`config.mk`:
```
export PLATFORM = sky130hd
export DESIGN_NAME = multicycle_ctrl
export DESIGN_NICKNAME = d
export VERILOG_FILES = /design/src/rtl/multicycle_ctrl.sv
export SDC_FILE = /design/constraint.sdc
export NUM_CORES = 1
export LEC_CHECK = 0
export ABC_AREA = 1
export ABC_CLOCK_PERIOD_IN_PS = 1700
export CORE_MARGIN = 5
export CORE_UTILIZATION = 34
export CTS_CLUSTER_DIAMETER = 150
export CTS_CLUSTER_SIZE = 30
export DETAILED_ROUTE_END_ITERATION = 8
export GPL_TIMING_DRIVEN = 0
export MAX_ROUTING_LAYER = met4
export PLACE_DENSITY = 0.8
export SLEW_MARGIN = 25
export SYNTH_ARGS = -nofsm -noshare
export SYNTH_HDL_FRONTEND = slang
export SYNTH_SLANG_ARGS = --single-unit
```
`constraint.sdc`:
```
create_clock -name clk -period 1.7 [get_ports clk]
set_input_delay 0.17 -clock clk [delete_from_list [all_inputs] [get_ports clk]]
set_output_delay 0.17 -clock clk [all_outputs]
set_load 0.02 [all_outputs]
```
`src/rtl/multicycle_ctrl.sv`:
```
`default_nettype none
// ============================================================================
//  Module   : multicycle_ctrl
//  Purpose  : Main control FSM of the multicycle RV32I core. Sequences the
//             shared datapath (ALU, immediate generator, unified memory
//             port, register file) through FETCH/DECODE/EXEC/MEM/WB, owns
//             the memory request/ready handshake and traps on illegal
//             opcodes and on memory timeouts.
//  Revision : 1.0 - initial release
// ----------------------------------------------------------------------------
//  Parameters
//    MEM_TIMEOUT   max wait cycles on mem_ready before trapping (0 = off)
//  Build option
//    CTRL_INSTRET_EN  when defined, instret counts retired instructions;
//                     when undefined, instret is tied to zero.
//  Ports
//    clk, rst_n          clock (rising edge), async active-low reset
//    instr               current IR contents
//    branch_taken        branch comparator result (valid in EXEC)
//    mem_ready           memory completes the current request this cycle
//    pc_we, pc_sel       PC write enable / source (0 ALU, 1 target adder)
//    ir_we               IR (and old_pc) write enable
//    addr_sel            memory address source (0 PC, 1 ALU out register)
//    mem_req, mem_we     memory request / write qualifier
//    reg_we              register file write enable
//    alu_src_a/b, alu_op ALU operand and operation selects
//    imm_sel             immediate format (0 I,1 S,2 B,3 U,4 J)
//    wb_sel              write-back source (0 ALU,1 mem,2 old_pc+4)
//    trap, trap_cause    sticky trap flag and cause (1 illegal, 2 timeout)
//    instret             retired-instruction count
// ============================================================================
module multicycle_ctrl #(
    parameter int MEM_TIMEOUT = 255
) (
    input  logic        clk,
    input  logic        rst_n,
    input  logic [31:0] instr,
    input  logic        branch_taken,
    input  logic        mem_ready,
    output logic        pc_we,
    output logic        pc_sel,
    output logic        ir_we,
    output logic        addr_sel,
    output logic        mem_req,
    output logic        mem_we,
    output logic        reg_we,
    output logic [1:0]  alu_src_a,
    output logic [1:0]  alu_src_b,
    output logic [1:0]  alu_op,
    output logic [2:0]  imm_sel,
    output logic [1:0]  wb_sel,
    output logic        trap,
    output logic [1:0]  trap_cause,
    output logic [31:0] instret
);

    localparam logic [6:0] c_op_rtype  = 7'b0110011;
    localparam logic [6:0] c_op_ialu   = 7'b0010011;
    localparam logic [6:0] c_op_load   = 7'b0000011;
    localparam logic [6:0] c_op_store  = 7'b0100011;
    localparam logic [6:0] c_op_branch = 7'b1100011;
    localparam logic [6:0] c_op_jal    = 7'b1101111;
    localparam logic [6:0] c_op_lui    = 7'b0110111;

    localparam logic [7:0] c_timeout    = 8'(MEM_TIMEOUT);
    localparam bit         c_timeout_en = (MEM_TIMEOUT != 0);

    localparam logic [1:0] c_cause_illegal = 2'd1;
    localparam logic [1:0] c_cause_timeout = 2'd2;

    typedef enum logic [2:0] {
        S_IDLE   = 3'd0,
        S_FETCH  = 3'd1,
        S_DECODE = 3'd2,
        S_EXEC   = 3'd3,
        S_MEM    = 3'd4,
        S_WB     = 3'd5,
        S_TRAP   = 3'd6
    } state_t;

    state_t      state_q, state_d;
    logic [1:0]  trap_cause_q, trap_cause_d;
    logic [7:0]  wait_cnt_q, wait_cnt_d;

    logic [6:0]  w_opcode;
    logic        w_mem_phase;
    logic        w_timeout;
    logic        w_unused;

    assign w_opcode = instr[6:0];
    // Only the opcode field steers the controller; the rest of the IR is
    // consumed by the datapath.
    assign w_unused = ^instr[31:7];

    // mem_req is high exactly in FETCH and MEM, so the wait counter can be
    // derived from the state directly instead of from the output.
    assign w_mem_phase = (state_q == S_FETCH) || (state_q == S_MEM);
    assign wait_cnt_d  = (w_mem_phase && !mem_ready) ? (wait_cnt_q + 8'd1) : 8'd0;
    assign w_timeout   = c_timeout_en && (wait_cnt_q == c_timeout);

    // ------------------------------------------------------------------
    // State, trap cause and wait counter registers
    // ------------------------------------------------------------------
    always_ff @(posedge clk or negedge rst_n) begin
        if (!rst_n) begin
            state_q      <= S_IDLE;
            trap_cause_q <= 2'd0;
            wait_cnt_q   <= 8'd0;
        end else begin
            state_q      <= state_d;
            trap_cause_q <= trap_cause_d;
            wait_cnt_q   <= wait_cnt_d;
        end
    end

    // ------------------------------------------------------------------
    // Next-state and output decode
    // ------------------------------------------------------------------
    always_comb begin
        state_d      = state_q;
        trap_cause_d = trap_cause_q;
        pc_we        = 1'b0;
        pc_sel       = 1'b0;
        ir_we        = 1'b0;
        addr_sel     = 1'b0;
        mem_req      = 1'b0;
        mem_we       = 1'b0;
        reg_we       = 1'b0;
        alu_src_a    = 2'd0;
        alu_src_b    = 2'd0;
        alu_op       = 2'd0;
        imm_sel      = 3'd0;
        wb_sel       = 2'd0;
        trap         = 1'b0;

        unique case (state_q)
            S_IDLE: begin
                state_d = S_FETCH;
            end

            S_FETCH: begin
                // ALU computes PC+4 while the instruction is being read.
                mem_req   = 1'b1;
                alu_src_a = 2'd1;
                alu_src_b = 2'd2;
                if (mem_ready) begin
                    ir_we   = 1'b1;
                    pc_we   = 1'b1;
                    state_d = S_DECODE;
                end else if (w_timeout) begin
                    state_d      = S_TRAP;
                    trap_cause_d = c_cause_timeout;
                end
            end

            S_DECODE: begin
                unique case (w_opcode)
                    c_op_rtype, c_op_ialu, c_op_load, c_op_store,
                    c_op_branch, c_op_jal, c_op_lui: state_d = S_EXEC;
                    default: begin
                        state_d      = S_TRAP;
                        trap_cause_d = c_cause_illegal;
                    end
                endcase
            end

            S_EXEC: begin
                unique case (w_opcode)
                    c_op_rtype: begin
                        alu_op  = 2'd2;
                        state_d = S_WB;
                    end
                    c_op_ialu: begin
                        alu_src_b = 2'd1;
                        alu_op    = 2'd2;
                        state_d   = S_WB;
                    end
                    c_op_load: begin
                        alu_src_b = 2'd1;
                        state_d   = S_MEM;
                    end
                    c_op_store: begin
                        alu_src_b = 2'd1;
                        imm_sel   = 3'd1;
                        state_d   = S_MEM;
                    end
                    c_op_branch: begin
                        // ALU subtracts for the comparator; the target adder
                        // supplies the new PC when the branch is taken.
                        alu_op  = 2'd1;
                        imm_sel = 3'd2;
                        pc_sel  = 1'b1;
                        pc_we   = branch_taken;
                        state_d = S_FETCH;
                    end
                    c_op_jal: begin
                        imm_sel = 3'd4;
                        pc_sel  = 1'b1;
                        pc_we   = 1'b1;
                        state_d = S_WB;
                    end
                    c_op_lui: begin
                        alu_src_a = 2'd2;
                        alu_src_b = 2'd1;
                        imm_sel   = 3'd3;
                        state_d   = S_WB;
                    end
                    default: begin
                        // IR changed under the controller after DECODE.
                        state_d      = S_TRAP;
                        trap_cause_d = c_cause_illegal;
                    end
                endcase
            end

            S_MEM: begin
                mem_req  = 1'b1;
                addr_sel = 1'b1;
                mem_we   = (w_opcode == c_op_store);
                if (mem_ready) begin
                    state_d = (w_opcode == c_op_store) ? S_FETCH : S_WB;
                end else if (w_timeout) begin
                    state_d      = S_TRAP;
                    trap_cause_d = c_cause_timeout;
                end
            end

            S_WB: begin
                reg_we = 1'b1;
                if (w_opcode == c_op_load) begin
                    wb_sel = 2'd1;
                end else if (w_opcode == c_op_jal) begin
                    wb_sel = 2'd2;
                end
                state_d = S_FETCH;
            end

            S_TRAP: begin
                trap = 1'b1;
            end

            default: begin
                state_d = S_IDLE;
            end
        endcase
    end

    assign trap_cause = trap_cause_q;

    // ------------------------------------------------------------------
    // Retired-instruction counter
    // ------------------------------------------------------------------
`ifdef CTRL_INSTRET_EN
    logic [31:0] instret_q;
    logic        w_retire;

    // An instruction retires on the edge that returns the FSM to FETCH;
    // WB, store MEM and branch EXEC are the only states that do so.
    assign w_retire = (state_d == S_FETCH) &&
                      ((state_q == S_WB) || (state_q == S_MEM) || (state_q == S_EXEC));

    always_ff @(posedge clk or negedge rst_n) begin
        if (!rst_n) begin
            instret_q <= 32'd0;
        end else if (w_retire) begin
            instret_q <= instret_q + 32'd1;
        end
    end

    assign instret = instret_q;
`else
    assign instret = 32'd0;
`endif

endmodule

`default_nettype wire

```
; ---- Word level (Yosys, flattened, before mapping)
; Cells that the tools add are included.
[totals]
in_bits = 36
reg_bits = 13
word_cells = 70
out_inout_bits = 53
[classes]
addsub = 1
eq_ne = 17
n_reduce_logical = 15
mux = 34
[ops]
columns = operator, n
row1 = "== test 7 x 6 -> 1 bit, second input constant", 3
row2 = two-way mux 3 bit, 6
row3 = case mux 3 bit (6 select lines), 1
row4 = two-way mux 2 bit, 8
row5 = case mux 2 bit (2 select lines), 4
row6 = "== test 7 bit, second input constant", 2
row7 = case mux 3 bit (4 select lines), 1
row8 = OR reduction 2 bit, 6
row9 = two-way mux 1 bit, 10
row10 = "== test 3 bit, second input constant", 3
row11 = case mux 3 bit (3 select lines), 1
row12 = "adder 8 x 1 -> 8 bit, second input constant", 1
row13 = "== test 8 bit, second input constant", 1
row14 = two-way mux 8 bit, 1
row15 = OR reduction 4 bit, 2
row16 = "== test 7 x 2 -> 1 bit, second input constant", 1
row17 = "== test 7 x 5 -> 1 bit, second input constant", 1
row18 = OR reduction 7 bit, 1
row19 = "== test 3 x 2 -> 1 bit, second input constant", 2
row20 = "!= test 2 bit, second input constant", 2
row21 = case mux 1 bit (2 select lines), 2
row22 = AND reduction 4 bit, 1
row23 = "== test 3 x 1 -> 1 bit, second input constant", 1
row24 = zero test 3 bit, 1
row25 = other kinds (5), 5

; ---- Logic depth before layout (Yosys ltp)
[logic_depth]
depth_word = 4
depth_mapped = 9
mapped_depth_nobuf = 9

; ---- Worst setup path after synthesis
; Ideal clock, no wire load.
[synth_timing]
path_type = register -> output
start = reg state_q[1]
end = out wb_sel[0]
stages_incl_launch_ff = 4
required_time_ns = 1.530
path_buffers = 0
path_slack_ns = 0.245
arrival_ns = 1.285
cell_sequence = dfrtp_1 inv_1 nand3_1 nor4_1
[synth_via]
elab_chain_len = 2
[synth_lines]
columns = element, line
row1 = "start, declared", 81  ; state_t state_q, state_d;
row2 = "start signal, assigned", 110  ; state_q <= state_d;
row3 = == test 3 bit, 136  ; unique case (state_q)
row4 = two-way mux 2 bit, 136
row5 = "end, declared", 51  ; output logic [1:0] wb_sel,
; No other way between the ends.

; ---- Worst setup path after layout
[layout_timing]
start = reg state_q[2]
end = out alu_src_b[0]
[layout_via]
elab_chain_len = 2
elab_cells_between_ends = 3
classes_between = 2 x eq/ne / 1 x mux
[layout_lines]
columns = element, line
row1 = == test 3 x 2 -> 1 bit or == test 3 x 1 -> 1 bit (tied branches), 136
row2 = case mux 2 bit (2 select lines) (*), 136
row3 = "end, declared", 48  ; output logic [1:0] alu_src_b,
; Every way passes the cells marked *; elsewhere a longest branch is shown, timed or not.

==> results.txt <==
Tightest Pin Transition: 601 ps
Fin crit period: 1650 ps
Reg2Reg Depth: 6
Clock Skews: 3.03 ps
# port buffers: 31
Peak Freq: 606 MHz
PwrDens: 744 mW/mm²
Pint: 725 µW
Top post-synthesis cells by area: dfrtp_1, buf_4, nand2_1, nor2_1, inv_1
Sequential Power Share: 29.5%
Top_reg_cell synth: dfrtp_1
Placed Instances: 287
Most common cell in the synthesized netlist: nand2_1
Remaining DRCs: 0
Root Driver: clkbuf_4
Setup TNS: 0 ps
Clock power share: 14.4%
WS Path Type: reg2out
IO Count: 89
Placement Rows: 21
Fin area: 0.00180 mm²
Clk_lat worst skew: 280 ps
Die outline area: 0.00479 mm²
CP Max Fanout: 8
Antenna Cells: 0
Avg Cell Area, Syn: 6.66 µm²
Post-synth EDFFs: 0
Combinational share of power: 56.1%
Seq cells post-synth: 13
Placement Cell Area: 0.00168 mm²
CP cell instances: inv_2 > nand2_2 > nor2_4 > inv_4 > a21oi_2 > or2_1 > buf_6
Clock Tree Buf Depth: 2
Sequential-to-total area share from yosys stat: 27.3%
Worst endpoint data arrival time: 1480 ps
Via-to-Cell Ratio: 4.04
Worst-path clk slew: 80 ps
RSZ-0062 raised after global routing: true
Largest net degree at the start of global routing: 14
Net Sw Frac: 45.8%
CTS buffer count: 3
Share of cells above drive strength 1: 35.4%
CTS tree: yes
Antenna Violating Nets Remaining: 0
Syn Inst Count: 179
Post-synth top cells: nand2_1, buf_4, nor2_1, inv_1, dfrtp_1
Core area: 0.00336 mm²
Iter 0 DRT Violations: 32
Post-route clock period utilization: 97.1%
Vias in the first global route: 1156
Synth warn: 0
Hold WC Path Type: in2async
Gr ovfl total: 0
Critical Path Start Type: flop
DRT Pass-1 Iters: 4
Initial Util: 35.5%
Final setup violation count: 0
DIE HEIGHT: 69.2 µm
Pins over their slew limit: 0
Clock Sinks: 13
Psw: 611 µW
Area leader, netlist: dfrtp_1
Tot GR Track Use: 12.6%
Static leakage: 0.00105 µW
Detailed-route wire length: 2960 µm
Peak supply drop: 457 µV
Final Non-Filler Cells: 300
Top cell family by delay on the critical path: flip-flops
Via count: 1212
Max_cap viols: 0
Mapped Area: 0.00119 mm²
Area delta synth->final: 50.7%
Worst Path Buf+Inv: 3
Hpwl dp: 2350 µm
Unique masters post-synth: 25
Wire per inst: 9.86 µm
Endpoints failing hold: 0
Gp weighted congestion: 0.846
Fin util: 53.4%
Initial antenna violation count: 0
H-tree depth: 1
Async S/R FF share, synth: 100%
First-pass GRT wire length: 5030 µm
Crit-path max cell delay: 420 ps
Worst slew margin: 59.8%
Slowest cell on the critical path: dfrtp_1
Status: finished, final reports clean
NumNets Final: 292
Crit. End Element: primary output
Number of cells on the critical path: 7
CP required: 1530 ps
Post-synth top area share: 27.3%
Die width: 69.2 µm
-- cell type report --
cell class / count / area (µm²)
plain buffers: 33 / 248
inverters: 25 / 96.3
well taps: 46 / 57.6
repair buffers: 40 / 354
fillers: 347 / 1570
clock buffers: 3 / 22.5
multi-input cells: 139 / 688
flip-flops and latches: 13 / 325
clock inverters: 1 / 5.00
-- registers in the layout (all words and copies together), names as in the netlist --
name and flops:
state_q 3, wait_cnt_q 8, trap_cause 2
-- metrics by stage --
step	total power [µW]	hold slack (ps)	setup slack, ps
after global routing	1440	316	-52.0
final	1340	263	50.0
after floorplan	874	-126	245
after global placement	1060	447	-448
after detailed placement	1080	470	-449
after CTS	1290	277	-176
-- power groups by stage --
stage,Combinational [µW],Clock (µW),Sequential (µW)
2_1_floorplan,480,0,394
3_3_place_gp,659,0,403
3_5_place_dp,675,0,406
4_1_cts,702,199,394
6_report,749,193,394
5_1_grt,828,213,400
-- worst paths after layout --
check | from | end | slack, ps
worst max-delay path | state_q[2]$_DFFE_PN0N_ | alu_src_b[0] | 50
worst min-delay path | rst_n | wait_cnt_q[7]$_DFF_PN0_ | 260
worst max register to register | wait_cnt_q[0]$_DFF_PN0_ | state_q[0]$_DFFE_PN0N_ | 310
worst min register to register | wait_cnt_q[0]$_DFF_PN0_ | wait_cnt_q[0]$_DFF_PN0_ | 480
max in group asynchronous | rst_n | state_q[0]$_DFFE_PN0N_ | 1050
min in group clk | instr[6] | state_q[1]$_DFFE_PN0N_ | 470
-- cells in the final DEF (no fill, tap or decap), types with 2 or more instances in the layout --
cell              n
buf_4            45
conb_1           32
nand2_1          30
nor2_1           27
inv_1            17
dfrtp_1          13
nand2_2           9
nand3_1           9
o21ai_0           8
inv_2             7
clkdlybuf4s50_1   6
dlymetal6s2s_1    6
a21oi_1           5
dlygate4sd2_1     5
buf_2             4
nor2_2            3
clkbuf_4          3
nor2_4            2
nor3_2            2
buf_6             2
clkdlybuf4s15_2   2
clkbuf_2          2
-- what timing repair did --
action | CTS | global route
endpoints found under the hold margin | 0 | 0
endpoints found under the setup margin | 19 | 17
hold buffers | 0 | 0
resized for setup | 58 | 28
pin swaps | 3 | 7
buffers inserted | 6 | 3
-- worst reg2reg max path, cell delays in order, from the launching register on --
cell     delay, ps
dfrtp_1        380
ha_1           180
nand2_1         70
nor2_1         130
nand2_1        140
o21ai_0        240
nand3_1        130
-- per-layer routing --
metal | GRT usage, % | up-vias | share of wire [%]
met5 | - | - | 0
met2 | 22.0 | 37 | 52
met4 | 2.39 | 0 | 0.27
met1 | 14.6 | 528 | 44
li1 | - | 643 | -
met3 | 3.19 | 4 | 4.1
-- cell families (layout without fill, tap and decap cells) --
group / after synthesis / after routing / share of synthesized area (%)
flip-flops: 13 / 13 / 27.3
buffers and inverters: 58 / 102 / 28.9
AND/OR/NAND/NOR: 89 / 89 / 34.2
AO/OA/AOI/OAI: 17 / 17 / 8.29
other: 1 / 32 / 0.314
adder cells (fa/ha/maj): 1 / 1 / 1.05
Note: power is estimated with default switching activity, not from simulation.
